[src/rtl/addsub_share_arbiter.sv]
// addsub_share_arbiter: round-robin arbiter that shares a single WIDTH-bit
// add/sub datapath between NREQ valid/ready requesters and returns one
// registered, ID-tagged result per accepted request.
// Optional build macro ADDSUB_SHARE_ARBITER_COUT_EN adds a registered carry-out
// port, RSP_COUT. For a subtract, RSP_COUT=1 means no borrow occurred.
//
// state   | meaning
// --------+------------------------------------------------
// S_EMPTY | no result held, RSP_VALID=0
// S_FULL  | result held in output register, RSP_VALID=1
module addsub_share_arbiter #(
  parameter  int WIDTH = 8,
  parameter  int NREQ  = 2,
  localparam int IDW   = (NREQ > 1) ? $clog2(NREQ) : 1
) (
  input  logic                  CLK,
  input  logic                  RESET,
  input  logic [NREQ-1:0]       REQ_VALID,
  output logic [NREQ-1:0]       REQ_READY,
  input  logic [NREQ-1:0]       REQ_OP,
  input  logic [NREQ*WIDTH-1:0] REQ_I0,
  input  logic [NREQ*WIDTH-1:0] REQ_I1,
  output logic                  RSP_VALID,
  input  logic                  RSP_READY,
  output logic [IDW-1:0]        RSP_ID,
  output logic [WIDTH-1:0]      RSP_O
`ifdef ADDSUB_SHARE_ARBITER_COUT_EN
  ,
  output logic                  RSP_COUT
`endif
);

  typedef enum logic {S_EMPTY = 1'b0, S_FULL = 1'b1} state_t;

  state_t           state_q, state_d;
  logic [IDW-1:0]   ptr_q, ptr_d;
  logic [IDW-1:0]   id_q, id_d;
  logic [WIDTH-1:0] o_q, o_d;
  logic [IDW-1:0]   gnt_idx;
  logic [IDW:0]     cand;
  logic             gnt_found;
  logic             can_accept;
  logic             handshake;
  logic [WIDTH-1:0] i0_arr [NREQ];
  logic [WIDTH-1:0] i1_arr [NREQ];
  logic             op_sel;
  logic [WIDTH-1:0] op_a;
  logic [WIDTH-1:0] op_b_eff;
  logic [WIDTH-1:0] res;
`ifdef ADDSUB_SHARE_ARBITER_COUT_EN
  logic             cout_q, cout_d, cout_sum;
`endif

  // Unpack the flat operand buses into per-requester words.
  always_comb begin
    for (int k = 0; k < NREQ; k++) begin
      i0_arr[k] = REQ_I0[k*WIDTH +: WIDTH];
      i1_arr[k] = REQ_I1[k*WIDTH +: WIDTH];
    end
  end

  // Round-robin scan starting at ptr; the first valid requester wins.
  always_comb begin
    gnt_found = 1'b0;
    gnt_idx   = '0;
    cand      = '0;
    for (int i = 0; i < NREQ; i++) begin
      cand = {1'b0, ptr_q} + (IDW+1)'(i);
      if (cand >= (IDW+1)'(NREQ)) cand = cand - (IDW+1)'(NREQ);
      if (!gnt_found && REQ_VALID[cand[IDW-1:0]]) begin
        gnt_found = 1'b1;
        gnt_idx   = cand[IDW-1:0];
      end
    end
  end

  // Shared adder: subtract is I0 + ~I1 + 1, so the op bit doubles as carry-in.
  always_comb begin
    op_sel   = REQ_OP[gnt_idx];
    op_a     = i0_arr[gnt_idx];
    op_b_eff = op_sel ? ~i1_arr[gnt_idx] : i1_arr[gnt_idx];
`ifdef ADDSUB_SHARE_ARBITER_COUT_EN
    {cout_sum, res} = {1'b0, op_a} + {1'b0, op_b_eff} + (WIDTH+1)'(op_sel);
`else
    res = op_a + op_b_eff + WIDTH'(op_sel);
`endif
  end

  // Grant, output-register FSM and next-value selection.
  always_comb begin
    state_d    = state_q;
    ptr_d      = ptr_q;
    id_d       = id_q;
    o_d        = o_q;
`ifdef ADDSUB_SHARE_ARBITER_COUT_EN
    cout_d     = cout_q;
`endif
    REQ_READY  = '0;
    can_accept = (state_q == S_EMPTY) | RSP_READY;
    handshake  = gnt_found & can_accept & !RESET;
    if (handshake) REQ_READY[gnt_idx] = 1'b1;

    case (state_q)
      S_EMPTY: if (handshake) state_d = S_FULL;
      S_FULL:  if (!handshake && RSP_READY) state_d = S_EMPTY;
      default: state_d = S_EMPTY;
    endcase

    if (handshake) begin
      o_d   = res;
      id_d  = gnt_idx;
      ptr_d = (gnt_idx == IDW'(NREQ-1)) ? '0 : gnt_idx + 1'b1;
`ifdef ADDSUB_SHARE_ARBITER_COUT_EN
      cout_d = cout_sum;
`endif
    end
  end

  // State and result registers with synchronous reset.
  always_ff @(posedge CLK) begin
    if (RESET) begin
      state_q <= S_EMPTY;
      ptr_q   <= '0;
      id_q    <= '0;
      o_q     <= '0;
`ifdef ADDSUB_SHARE_ARBITER_COUT_EN
      cout_q  <= 1'b0;
`endif
    end else begin
      state_q <= state_d;
      ptr_q   <= ptr_d;
      id_q    <= id_d;
      o_q     <= o_d;
`ifdef ADDSUB_SHARE_ARBITER_COUT_EN
      cout_q  <= cout_d;
`endif
    end
  end

  assign RSP_VALID = (state_q == S_FULL);
  assign RSP_ID    = id_q;
  assign RSP_O     = o_q;
`ifdef ADDSUB_SHARE_ARBITER_COUT_EN
  assign RSP_COUT  = cout_q;
`endif

endmodule
[config.mk]
export PLATFORM = sky130hd
export DESIGN_NAME = addsub_share_arbiter
export DESIGN_NICKNAME = d
export VERILOG_FILES = /design/src/rtl/addsub_share_arbiter.sv
export SDC_FILE = /design/constraint.sdc
export NUM_CORES = 1
export LEC_CHECK = 0
export CAP_MARGIN = 20
export CORE_AREA = 10 10 61 63
export DETAILED_ROUTE_END_ITERATION = 6
export DIE_AREA = 0 0 71 73
export GPL_ROUTABILITY_DRIVEN = 0
export HOLD_SLACK_MARGIN = 0.1
export PLACE_DENSITY_LB_ADDON = 0.05
export SYNTH_ARGS = -nofsm -noshare
export SYNTH_HDL_FRONTEND = slang
export SYNTH_SLANG_ARGS = --single-unit
export TNS_END_PERCENT = 50
[constraint.sdc]
create_clock -name CLK -period 4.7 [get_ports CLK]
set_clock_uncertainty 0.2 [all_clocks]
set_input_delay 0.94 -clock CLK [delete_from_list [all_inputs] [get_ports CLK]]
set_output_delay 0.94 -clock CLK [all_outputs]
set_load 0.05 [all_outputs]
; Word level (Yosys, flattened, before mapping)
; Cells that the tools add are included.
[op_classes]
n_reduce_logical = 6
bitwise = 6
n_addsub = 6
order_cmp = 7
mux = 26
[op_table]
columns = cell, n
row1 = $mux 8, 7
row2 = $mux 1, 16
row3 = $add 8x1->8, 1
row4 = $add 8x8->8, 1
row5 = $not 8->8, 1
row6 = $lt 1x2->1 const B, 3
row7 = $ge 2x2->1 const B, 2
row8 = $logic_and 1x1->1, 3
row9 = $logic_not 1->1, 3
row10 = $add 1x1->2 const B, 1
row11 = $and 1x1->1, 2
row12 = $ge 1x2->1 const B, 1
row13 = $mux 2, 1
row14 = $not 1->2, 1
row15 = $pmux 1 s2, 1
row16 = $sub 1x1->1 const B, 2
row17 = $add 1x1->1 const B, 1
row18 = $demux 1 s1, 1
row19 = $ge 1x1->1 const B, 1
row20 = $not 1->1, 1
row21 = $or 1x1->1, 1
[word_totals]
elab_cells = 55
register_bits = 11

; Longest topological paths before layout
; Gate-level depths: netlist of the first run.
[logic_depth]
depth_word = 16
depth_mapped = 13
ltp_nobuf = 12

; Worst setup path before layout of the first run
; OpenSTA, ideal clock, no wires.
[synth_path]
path_type = in2out
startpoint = input RSP_READY
endpoint = output REQ_READY[0]
required_ps = 3560
slack_ps = 1264
cell_stages = 4
arrival_ps = 2296
path_cell_list = nor2b_1 > or3_1 > clkbuf_1 > a21oi_1
[synth_between]
elab_chain_len = 4
[synth_rtl]
columns = element, line
row1 = "start, declared", 24  ; input logic RSP_READY,
row2 = $or 1x1->1, 99  ; can_accept = (state_q == S_EMPTY) | RSP_READY;
row3 = $and 1x1->1 (2 in a row), 100  ; handshake = gnt_found & can_accept & !RESET;
row4 = $mux 2, 101  ; if (handshake) REQ_READY[gnt_idx] = 1'b1;
row5 = "end, declared", 19  ; output logic [NREQ-1:0] REQ_READY,
; Every way passes these cells.

; Final worst setup path of the first run
[layout_path]
startpoint = input RESET
endpoint = output REQ_READY[1]
[layout_between]
elab_chain_len = 3
[layout_rtl]
columns = element, line
row1 = "start, declared", 17  ; input logic RESET,
row2 = $logic_not 1->1, 100
row3 = $and 1x1->1, 100
row4 = $mux 2, 101
; Every way passes these cells.

==> run_results.csv, run 1 <==
group,metric,value,unit
cells_and_area,drive_above_1_share,9.20,%
synthesis,syn_area,1040,sq um
worst_setup_path,crit_required,3560,ps
job,drv_cap,0,
worst_setup_path,rr_worst_depth,10,
cells_and_area,post-route-util,59.5,%
hold_path,worstHoldStart,"ptr_q$_SDFFE_PP0P_",
worst_setup_path,slowest_delay,710,ps
hold_path,holdPathStages,2,
power,leakage,0.000612,uW
routing,routed_wl,2.75,mm
cells_and_area,regArea,220,sq um
synthesis,synthTopCellsByArea,"dfxtp_1, xnor2_1, xor2_1",
die,core,2620,sq um
hold_path,hp-class,"flop to flop",
synthesis,synth_top_area_cell,"dfxtp_1",
cts,clockBufferDepth,2,
placed_design,place_hpwl,2.40,mm
cts,cts_tree,"built",
worst_setup_path,path_cells,"clkdlybuf4s50_1 -> or3_1 -> nor2_1 -> buf_4",
cts,cts_resized,0,
synthesis,synthCells,127,
routing,drc,0,
synthesis,yosysSeqAreaShare,21.2,%
worst_setup_path,start_kind,"primary input",
synthesis,synth_edf_count,0,
sta,fmax,257,MHz
cells_and_area,fillerInstances,257,
worst_setup_path,reg2reg_slack,1730,ps
routing,ant_nets,0,
sta,worstMarginPinSlew,599,ps
placed_design,io_buffers,50,
sta,hold_viol_final,0,
synthesis,synth_nets,173,
sta,finalMaxSlewViolations,0,
grt,grt_start_max_net_pins,26,
cts,clk_latency,260,ps
synthesis,ys_types,33,
sta,fin_crit,3900,ps
synthesis,synth-async-reset-ratio,0,%
synthesis,yosysWarnings,0,
grt,first_global_vias,1114,
cells_and_area,fin_cells,205,
worst_setup_path,cp-end-kind,"output pin",
die,die_w,71,microns
cells_and_area,antenna_cells,0,
cts,cts.sinks,11,
worst_setup_path,r2r-end,"RSP_O[6]$_SDFFE_PP0P_",
grt,track_usage,10.9,%
worst_setup_path,cp.depth,4,
die,io_pins,51,
cts,postCtsHoldBufs,0,
cells_and_area,nNetsFinal,221,
synthesis,yosysTopAreaCellShare,21.2,%
die,die_h,73,microns
die,dieArea,5180,sq um
power,ir_worst_vdd,0.223,mV
hold_path,holdPathEnd,"ptr_q$_SDFFE_PP0P_",
cts,post_cts_buffers,0,
worst_setup_path,arrival,2760,ps
worst_setup_path,r2r_start,"ptr_q$_SDFFE_PP0P_",
cts,clkTransAtPathRegs,70,ps
routing,routedWlPerCell,13.4,microns
sta,grt_setup_unrepaired,"false",
routing,vias,980,
sta,setup_violations,0,
cts,numCtsBuffers,3,
routing,viasPerCell,4.78,
worst_setup_path,crit_slowest_cell,"or3_1",
synthesis,yosys-top-cells-count,"dfxtp_1, xnor2_1, nor2_1, o21ai_0, xor2_1",
worst_setup_path,path_delay_family,"simple AND/OR/NAND/NOR gates",
die,rows,19,
cells_and_area,syn2layout_area_growth,49.5,%
synthesis,synth_flop_cell,"dfxtp_1",
synthesis,syn_area_per_cell,8.20,sq um
grt,grt_pass1_wl,4.77,mm
grt,antenna_found_initial,0,
sta,max-slew-margin-rel,60.1,%
worst_setup_path,cp_max_fo,20,
placed_design,placed_cells,201,
synthesis,synth-seq-cells,11,
die,initial_core_util,39.8,%
routing,dr.pass1.iters,4,
cts,cts_root_buffer,"clkbuf_4",
worst_setup_path,path_class,"primary input to output pin",
cts,cts_htree_levels,1,
sta,fin_crit_sh,82.9,%
run_status,outcome,"finished, final reports clean",
worst_setup_path,worst-path-buf-inv,2,
power,power_density,273,nW/um^2
cells_and_area,multi_input_area,761,sq um
grt,overflow,0,
sta,setup_tns,0,ps
routing,drtIter0Drc,32,
tightest hold or removal path, cell delays in order, from the launching register on:
cell and delay (ps):
dfxtp_1 320, inv_1 50, a211oi_1 50
cells by family after synthesis:
kind of cell    count (synthesis)  synth area share (%)
xor+xnor                       21                  17.7
buf+inv                        11                  5.77
compound gates                 31                  18.7
flops                          11                  21.2
fa+ha+maj                       7                  9.13
simple gates                   38                  19.1
mux                             8                  8.41
cell usage in the layout, fill, tap and decap left out, types with 4 or more instances in the layout:
cell and instances:
mux2_2 6, xnor2_1 11, clkdlybuf4s50_1 48, nand2_1 9
inv_1 4, o21ai_0 10, nand3b_1 6, nor2_1 10
a21oi_1 9, dfxtp_1 11, xor2_1 10, ha_1 6
nor2b_1 4
final cells by class:
cell class | count | share of cell area (%)
well taps | 31 | 2.49
repair buffers | 50 | 31.8
inverters | 4 | 0.965
clock buffers | 4 | 1.69
flip-flops and latches | 11 | 14.1
multi-input cells | 105 | 48.9
how the worst max path moves through the flow:
stage	startpoint	to	slack, ps
finish	RESET	REQ_READY[1]	800
CTS	RESET	REQ_READY[1]	790
global placement	REQ_VALID[0]	RSP_O[6]$_SDFFE_PP0P_	760
detailed placement	REQ_VALID[0]	RSP_O[7]$_SDFFE_PP0P_	680
global route	RESET	REQ_READY[1]	670
floorplan	RSP_READY	REQ_READY[0]	1260
per-layer routing:
| layer | routed length, microns | GRT usage, % | up-vias |
|---|---|---|---|
| met4 | 17 | 3.87 | 0 |
| li1 | - | - | 530 |
| met3 | 241 | 3.95 | 2 |
| met2 | 1350 | 20.3 | 34 |
| met1 | 1140 | 10.8 | 414 |
| met5 | 0 | 0 | - |
state kept, by name (all words and copies together), names as in the netlist:
name and count:
RSP_O 8, ptr_q 1, RSP_VALID 1, RSP_ID 1
per-stage QoR:
| stage | setup WS, ps | power (uW) | hold slack (ps) | cell area [sq um] |
|---|---|---|---|---|
| floorplan | 1260 | 284 | 229 | 1040 |
| finish | 803 | 424 | 272 | 1560 |
| CTS | 793 | 431 | 273 | 1560 |
| global route | 667 | 459 | 301 | 1560 |
| global placement | 758 | 362 | 247 | 1530 |
| detailed placement | 683 | 367 | 261 | 1530 |
power by group:
group / switching (uW) / internal [uW]
clock: 28.5 / 32.7
combinational: 136 / 112
sequential: 7.44 / 109
Power figures use the tool's default switching activity.
==> run 2, diff against run 1 <==
--- a/config.mk
+++ b/config.mk
@@ -6,9 +6,9 @@
 export NUM_CORES = 1
 export LEC_CHECK = 0
 export CAP_MARGIN = 20
-export CORE_AREA = 10 10 61 63
+export CORE_AREA = 10 10 65 67
 export DETAILED_ROUTE_END_ITERATION = 6
-export DIE_AREA = 0 0 71 73
+export DIE_AREA = 0 0 75 77
 export GPL_ROUTABILITY_DRIVEN = 0
 export HOLD_SLACK_MARGIN = 0.1
 export PLACE_DENSITY_LB_ADDON = 0.05
==> constraint.sdc (replaced) <==
create_clock -name CLK -period 3.2 [get_ports CLK]
set_clock_uncertainty 0.2 [all_clocks]
set_input_delay 0.64 -clock CLK [delete_from_list [all_inputs] [get_ports CLK]]
set_output_delay 0.64 -clock CLK [all_outputs]
set_load 0.05 [all_outputs]
==> run 2 against run 1 <==
Against the previous run: die area is 11% higher; largest cell class unchanged; critical path type is now primary input to flop; non-clock buffer count is 23 higher; via count is 11% higher; critical endpoint is now RSP_O[7]$_SDFFE_PP0P_; critical path depth is 7 higher; flip-flop and latch count stayed put; cell count is 12% higher; sequential power is 47% higher.
==> run_results.csv, run 2 (same netlist as run 1, synthesis figures left out) <==
group,metric,value,unit
cts,cts.sinks,11,
worst_setup_path,reg2reg_slack,560,ps
cts,numCtsBuffers,3,
cells_and_area,final_common_cell,"clkdlybuf4s50_1",
hold_path,holdPathStages,2,
cells_and_area,final_cell_mix,"clkdlybuf4s50_1, buf_4, dfxtp_1, xnor2_1",
grt,met3_usage,3.35,%
routing,drtIter0Drc,86,
sta,whs,260,ps
sta,finalMaxSlewViolations,0,
worst_setup_path,cp-end-kind,"flop",
die,die_w,75,microns
sta,setup_violations,0,
hold_path,hp-class,"flop to flop",
sta,worstMarginPinSlew,498,ps
worst_setup_path,r2r_start,"ptr_q$_SDFFE_PP0P_",
die,initial_core_util,35.0,%
power,power_density,390,nW/um^2
worst_setup_path,arrival,3050,ps
sta,fmax,322,MHz
worst_setup_path,path_class,"primary input to flop",
job,drv_cap,0,
cts,clk_latency,260,ps
cts,postCtsHoldBufs,0,
power,leakage,0.000736,uW
cells_and_area,antenna_cells,0,
cells_and_area,fin_cells,230,
grt,overflow,0,
sta,fin_crit,3100,ps
worst_setup_path,crit_slowest_cell,"clkdlybuf4s50_1",
grt,grt_pass1_wl,5.05,mm
cells_and_area,drive_above_1_share,22.3,%
routing,ant_nets,0,
routing,routedWlPerCell,13.4,microns
cts,cts_tree,"built",
sta,fin_crit_sh,96.9,%
die,core,2980,sq um
grt,grt_start_max_net_pins,19,
hold_path,holdPathEnd,"ptr_q$_SDFFE_PP0P_",
cts,cts_htree_levels,1,
worst_setup_path,slowest_delay,480,ps
grt,antenna_found_initial,0,
placed_design,io_buffers,50,
hold_path,worstHoldStart,"ptr_q$_SDFFE_PP0P_",
worst_setup_path,r2r-end,"RSP_O[7]$_SDFFE_PP0P_",
routing,drc,0,
cts,clkTransAtPathRegs,70,ps
placed_design,place_hpwl,2.67,mm
placed_design,placed_cells,225,
routing,viasPerCell,4.74,
cells_and_area,nNetsFinal,244,
sta,grt_setup_unrepaired,"true",
grt,track_usage,10.7,%
cts,cts_root_buffer,"clkbuf_4",
power,ir_worst_vdd,0.120,mV
worst_setup_path,cp_max_fo,8,
worst_setup_path,start_kind,"primary input",
cells_and_area,syn2layout_area_growth,72.6,%
routing,dr.pass1.iters,2,
grt,first_global_vias,1139,
die,dieArea,5780,sq um
worst_setup_path,rr_worst_depth,10,
placed_design,pre_cts_slack,-232,ps
die,die_h,77,microns
grt,grt_busiest_layer,"met2",
sta,hold_viol_final,0,
die,io_pins,51,
routing,routed_wl,3.07,mm
worst_setup_path,crit_required,3150,ps
sta,max-slew-margin-rel,66.7,%
die,rows,20,
cells_and_area,largest_reg_flops,8,
cts,clockBufferDepth,2,
routing,vias,1090,
grt,gr-usage-met1,12.2,%
grt,grt_use_met2,17.9,%
run_status,outcome,"finished, final reports clean",
sta,finalWorstSetupSlack,98.1,ps
worst_setup_path,path_cells,"clkdlybuf4s50_1 -> nand2b_1 -> nand2_4 -> mux2_2 -> ha_1 -> a21oi_1 -> o21ai_0 -> a22o_1 -> a311oi_2 -> xnor2_1 -> o21ai_1",
[run 2: cell types whose count changed in the layout (fill, tap and decap cells not counted), sizes merged]
cell	before	now
buf	2	25
[run 2: worst max-delay path: cells and delay by family]
family / cells / cell delay, ps
buffers and inverters: 1 / 480
xor gates and xnor gates: 1 / 180
muxes: 1 / 350
and+or+nand+nor: 2 / 240
AOI/OAI and AO/OA: 5 / 830
adders and majority gates: 1 / 350
[run 2: how the worst max path moves through the flow]
stage | cells past startpoint | end | start
after floorplan | 11 | RSP_O[7]$_SDFFE_PP0P_ | REQ_VALID[0]
after global placement | 12 | RSP_O[7]$_SDFFE_PP0P_ | REQ_VALID[0]
after detailed placement | 13 | RSP_O[6]$_SDFFE_PP0P_ | REQ_VALID[0]
after CTS | 11 | RSP_O[6]$_SDFFE_PP0P_ | REQ_VALID[0]
after global routing | 13 | RSP_O[7]$_SDFFE_PP0P_ | REQ_VALID[0]
final | 11 | RSP_O[7]$_SDFFE_PP0P_ | REQ_VALID[0]
[run 2: layer usage]
layer / vias up / part of all wire [%]
met3: 2 / 6.6
met2: 32 / 51
met4: 0 / 0.91
met5: - / 0
li1: 578 / -
met1: 478 / 42
[run 2: repair_timing]
action                     CTS  global route
setup endpoints to repair    0             3
buffers inserted             0             1
resized for setup            0            10
[run 2: power breakdown]
part	switching (uW)	total [uW]	internal [uW]
clock	44.0	92.2	48.2
combinational	219	437	218
sequential	11.1	170	159
[run 2: per-stage QoR]
stage | power (uW) | area (sq um) | setup TNS, ps | utilization [%]
finish | 700 | 1800 | 0 | 60.3
global route | 751 | 1800 | -42.6 | 60.3
CTS | 688 | 1750 | 0 | 58.7
detailed placement | 594 | 1720 | -602 | 57.9
global placement | 587 | 1720 | -418 | 57.9
floorplan | 416 | 1040 | 0 | -
[run 2: cell type report]
class | instances | area [sq um]
multi-input cells | 105 | 801
flip-flops and latches | 11 | 220
fillers | 268 | 1180
clock buffers | 4 | 26.3
inverters | 4 | 15.0
well taps | 33 | 41.3
repair buffers | 73 | 693
==> run 3, diff against run 2 <==
--- a/config.mk
+++ b/config.mk
@@ -11,7 +11,7 @@
 export DIE_AREA = 0 0 75 77
 export GPL_ROUTABILITY_DRIVEN = 0
 export HOLD_SLACK_MARGIN = 0.1
-export PLACE_DENSITY_LB_ADDON = 0.05
+export PLACE_DENSITY = 0.72
 export SYNTH_ARGS = -nofsm -noshare
 export SYNTH_HDL_FRONTEND = slang
 export SYNTH_SLANG_ARGS = --single-unit
==> run 3 against run 2 <==
Against the previous run: setup slack got worse by 8.0 ps; worst hold slack improved by 0.64 ps; routed wire length increased by 7.4%; first-iteration DRC count decreased by 37%; clock power increased by 2.3%; sequential share of layout area about the same; combinational power decreased by 2%.
==> run_results.csv, run 3 (same netlist as run 1, synthesis figures left out) <==
group,metric,value,unit
power,p_switching,272,uW
routing,drc,0,
routing,routed_wl,3.30,mm
worst_setup_path,cp-end-kind,"flop",
sta,setup_tns,0,ps
worst_setup_path,reg2reg_slack,560,ps
routing,dr.pass1.iters,5,
grt,track_usage,11.4,%
hold_path,holdPathStages,2,
run_status,outcome,"finished, final reports clean",
power,power_density,385,nW/um^2
cts,clk_latency,270,ps
sta,fin_crit_sh,97.2,%
power,power,693,uW
cts,numCtsBuffers,3,
power,leakage,0.000747,uW
grt,overflow,0,
cells_and_area,drive_above_1_share,22.0,%
cts,clockBufferDepth,2,
power,p_sw_share,39.3,%
sta,whs,261,ps
job,drv_cap,0,
cts,cts.sinks,11,
die,io_pins,51,
cells_and_area,largest_reg_flops,8,
power,seq_power_share,24.6,%
placed_design,place_hpwl,2.83,mm
routing,routedWlPerCell,14.2,microns
grt,first_global_vias,1225,
worst_setup_path,path_cells,"clkdlybuf4s50_1 -> nand2b_1 -> nand2_4 -> mux2_2 -> ha_1 -> a21oi_1 -> o21ai_0 -> a22o_1 -> a311oi_2 -> xnor2_1 -> o21ai_1",
power,combPwrFrac,61.8,%
worst_setup_path,crit_slowest_cell,"clkdlybuf4s50_1",
sta,setup_violations,0,
sta,fin_crit,3110,ps
hold_path,hp-class,"flop to flop",
hold_path,worstHoldStart,"ptr_q$_SDFFE_PP0P_",
die,core,2980,sq um
die,rows,20,
sta,finalWorstSetupSlack,90.2,ps
worst_setup_path,r2r-end,"RSP_O[7]$_SDFFE_PP0P_",
worst_setup_path,rr_worst_depth,12,
hold_path,holdPathEnd,"ptr_q$_SDFFE_PP0P_",
power,internal-power,421,uW
sta,max-slew-margin-rel,65.5,%
die,die_h,77,microns
die,initial_core_util,35.0,%
routing,vias,1135,
power,p_clk_share,13.6,%
cts,cts_root_buffer,"clkbuf_4",
routing,ant_nets,0,
cells_and_area,final_cell_mix,"clkdlybuf4s50_1, buf_4, dfxtp_1, xnor2_1",
sta,fmax,322,MHz
grt,grt_start_max_net_pins,14,
cts,cts_htree_levels,1,
power,ir_worst_vdd,0.139,mV
die,dieArea,5780,sq um
sta,worstMarginPinSlew,516,ps
cells_and_area,nNetsFinal,247,
die,die_w,75,microns
worst_setup_path,cp-startpoint,"REQ_VALID[0]",
sta,hold_viol_final,0,
routing,viasPerCell,4.87,
placed_design,pre_cts_slack,-217,ps
sta,finalMaxSlewViolations,0,
worst_setup_path,crit_required,3160,ps
worst_setup_path,start_kind,"primary input",
worst_setup_path,arrival,3070,ps
cells_and_area,final_common_cell,"clkdlybuf4s50_1",
cts,cts_tree,"built",
cts,postCtsHoldBufs,0,
cells_and_area,antenna_cells,0,
cells_and_area,syn2layout_area_growth,72.8,%
placed_design,io_buffers,50,
cells_and_area,post-route-util,60.4,%
worst_setup_path,path_class,"primary input to flop",
grt,antenna_found_initial,0,
grt,grt_pass1_wl,5.40,mm
worst_setup_path,cp_max_fo,8,
worst_setup_path,r2r_start,"ptr_q$_SDFFE_PP0P_",
cts,clkTransAtPathRegs,70,ps
worst_setup_path,slowest_delay,490,ps
routing,drtIter0Drc,54,
[run 3: cell count changes in the layout (fill, tap and decap cells not counted), sizes merged]
cell,delta
buf,+3
[run 3: power by group through the flow]
stage	combinational [uW]	clock (uW)	sequential, uW
6_report	428	94.3	170
2_1_floorplan	170	0	246
3_5_place_dp	419	0	174
4_1_cts	420	99.0	171
3_3_place_gp	410	0	173
5_1_grt	465	107	174
[run 3: worst max-delay path, delay by kind of cell]
family | cells | cell delay, ps
AND/OR/NAND/NOR | 2 | 260
AO/OA/AOI/OAI | 5 | 850
buffers and inverters | 1 | 490
multiplexers | 1 | 350
XOR/XNOR | 1 | 160
adder cells (fa/ha/maj) | 1 | 320
[run 3: cell type report]
class	count	area [sq um]
clock buffers	4	26.3
fillers	278	1180
inverters	4	15.0
multi-input cells	105	781
flip-flops and latches	11	220
well taps	33	41.3
repair buffers	76	716
[run 3: how the worst max path moves through the flow]
stage | cells after the start | to | slack, ps
2_1_floorplan | 11 | RSP_O[7]$_SDFFE_PP0P_ | 260
3_3_place_gp | 12 | RSP_O[7]$_SDFFE_PP0P_ | -160
3_5_place_dp | 14 | RSP_O[6]$_SDFFE_PP0P_ | -220
4_1_cts | 14 | RSP_O[6]$_SDFFE_PP0P_ | 40
5_1_grt | 13 | RSP_O[7]$_SDFFE_PP0P_ | -20
6_report | 11 | RSP_O[7]$_SDFFE_PP0P_ | 90
[run 3: timing repair]
item                                    in CTS  in global routing
endpoints found under the setup margin       0                  2
buffers inserted                             0                  2
gates resized for setup                      0                  4
[run 3: layer usage]
metal	share of wire (%)	wire length (microns)	track usage, %	vias up
met1	38	1260	11.8	504
met4	1.6	53	3.98	0
met5	0	0	0	-
met2	52	1700	20.5	41
met3	8.5	282	3.73	8
li1	-	-	-	582
[run 3: per-stage QoR]
step,std cells,instance area (sq um)
after floorplan,127,1040
after global placement,227,1740
after detailed placement,227,1740
after CTS,231,1760
after global routing,233,1800
final,233,1800
==> variant: new RTL, settings of run 1 <==
The parameter `NREQ` goes from 2 to 1.
--- a/src/rtl/addsub_share_arbiter.sv
+++ b/src/rtl/addsub_share_arbiter.sv
@@ -11,5 +11,5 @@
 module addsub_share_arbiter #(
   parameter  int WIDTH = 8,
-  parameter  int NREQ  = 2,
+  parameter  int NREQ  = 1,
   localparam int IDW   = (NREQ > 1) ? $clog2(NREQ) : 1
 ) (
Interface: changed (5 resized); port bits go from 51 to 32. No check against the original RTL was run, so the function may have changed too.
==> variant against run 1 <==
  * Power shrank 30%
  * Design area shrank 29%
  * Final cell count down 26%
  * Die area is the same
  * Worst setup slack worse by 26 ps
  * Sequential cell count down 2
  * Area after synthesis is 27% lower
  * Critical path depth increased by 1
  * Routed wire length shrank 29%
  * Critical endpoint is now REQ_READY
  * Largest cell class unchanged
  * Largest power group unchanged
==> variant: results (changes against run 1) <==
[clock_tree]
clk_latency_ps=260  ; about the same
ctsResizeCount=0  ; unchanged
path_clk_slew_ps=60
clockRootBuffer=clkbuf_4
cts_setup_buffers=0  ; unchanged
cts_buffers=3  ; unchanged
clockBufferDepth=2  ; unchanged
htreeDepth=1  ; unchanged

[synthesis]
ys_warn_count=0  ; unchanged
synth-compound-area-share_pct=14.5  ; -4.2 points
synth.distinct_cells=31  ; -6.1%
synth.area.mux_share_pct=1.32  ; -7.1 points
yosys-top-cells-count=dfxtp_1, xor2_1
synth_xor_area_share_pct=14.7  ; -3.0 points
synth_adder_area_share_pct=12.6  ; +3.4 points
yosysSeqAreaShare_pct=23.8  ; +2.6 points
synth_cells=90  ; -29%
syn_nets=118  ; -32%
synth_area_leaders=dfxtp_1, ha_1, xor2_1
async_flop_share_pct=0  ; unchanged

[layout]
largest_register_ffs=8  ; unchanged
drive_above_1_share_pct=3.33  ; -5.9 points
nNetsFinal=149  ; -33%
diodes=0  ; unchanged

[detailed_routing]
met3_length_um=134  ; -44%
dr.max_layer_used=met4
drt_iter0_drc=14  ; -56%
drtPass1Iterations=4  ; unchanged
wirelength_mm=1.94  ; -29%
drt-vias-per-instance=4.78  ; about the same
met2_length_um=863  ; -36%
wl_met1_um=912  ; -20%

[grt]
grt_pass1_vias=772  ; -31%
antenna_found_initial=0  ; unchanged
grt_pass1_wl_mm=3.37  ; -29%
grt_max_degree=12  ; -54%
grt_usage_pct=7.67  ; -3.2 points

[placed_design]
portBuffers=30  ; -40%
dp_hpwl_mm=1.69  ; -30%

[critical_path]
crit_arrival_ps=2780  ; +20 ps
path_delay_family=buffers and inverters
cpPeakStageDelay_ps=790  ; +80 ps
slowest_stage=clkdlybuf4s50_1
path_max_fanout=11  ; -45%

[sta]
slew_headroom_pct=66.8  ; +6.7 points

[power_and_ir_drop]
ir_drop_mv=0.150  ; -33%
power.total_mw=0.297  ; -30%
leakagePower_nw=0.440  ; -28%

[status]
outcome=finished clean

-- variant: cell types whose count changed after synthesis, moves of 4 or more --
| cell | delta |
|---|---|
| mux2_2 | -6 |
| xnor2_1 | -8 |
| nor2_1 | -4 |
| nand3b_1 | -6 |
| nand3_1 | +4 |
| o21ai_0 | -6 |
| nand4_1 | +5 |
-- variant: logic make-up (layout without fill, tap and decap cells) --
kind of cell / after synthesis / count (layout)
flops: 9 / 9
fa+ha+maj: 7 / 7
mux: 1 / 1
buf+inv: 9 / 39
other cells: 1 / 1
compound gates: 18 / 18
simple gates: 34 / 34
xor+xnor: 11 / 11
-- variant: area by class of cell --
type / instances / area, µm²
clock buffer: 4 / 26.3
multi-input combinational: 72 / 532
fill: 284 / 1520
tap: 31 / 38.8
timing repair buffer: 31 / 308
inverter: 4 / 15.0
sequential: 9 / 180
-- variant: stage by stage --
| step | worst slack (ps) | cell area [µm²] | util, % | std cells | hold slack [ps] |
|---|---|---|---|---|---|
| 6_report | 777 | 1100 | 42.1 | 151 | 257 |
| 5_1_grt | 684 | 1100 | 42.1 | 151 | 304 |
| 4_1_cts | 767 | 1100 | 42.1 | 151 | 265 |
| 3_5_place_dp | 768 | 1070 | 41.1 | 147 | 257 |
| 3_3_place_gp | 814 | 1070 | 41.1 | 147 | 267 |
| 2_1_floorplan | 1750 | 757 | - | 90 | 474 |
-- variant: worst reg2reg max path: stages (launching register included) --
cell	delay [ps]
dfxtp_1	300
nor2b_1	180
nand2b_1	280
or4b_1	580
nand4_1	100
-- variant: layer usage --
layer / track usage [%] / vias to the layer above
met3: 2.45 / 4
met4: 3.87 / 0
li1: - / 386
met2: 12.6 / 20
met5: 0 / -
met1: 8.76 / 312
-- variant: worst paths after layout --
path | cells past startpoint | end | slack, ps | from
min reg2reg | 2 | RSP_O[1]$_SDFFE_PP0P_ | 260 | RSP_O[1]$_SDFFE_PP0P_
max | 5 | REQ_READY | 780 | RESET
min | 2 | RSP_O[1]$_SDFFE_PP0P_ | 260 | RSP_O[1]$_SDFFE_PP0P_
max reg2reg | 4 | RSP_O[6]$_SDFFE_PP0P_ | 3000 | RSP_VALID$_SDFF_PP0_
-- variant: power breakdown --
group          leakage (nW)  total [mW]  switching (mW)  internal, mW
Clock                0.0150      0.0583          0.0257        0.0326
Combinational         0.350       0.148          0.0852        0.0630
Sequential           0.0744      0.0903         0.00449        0.0858
Total                 0.440       0.297           0.115         0.181
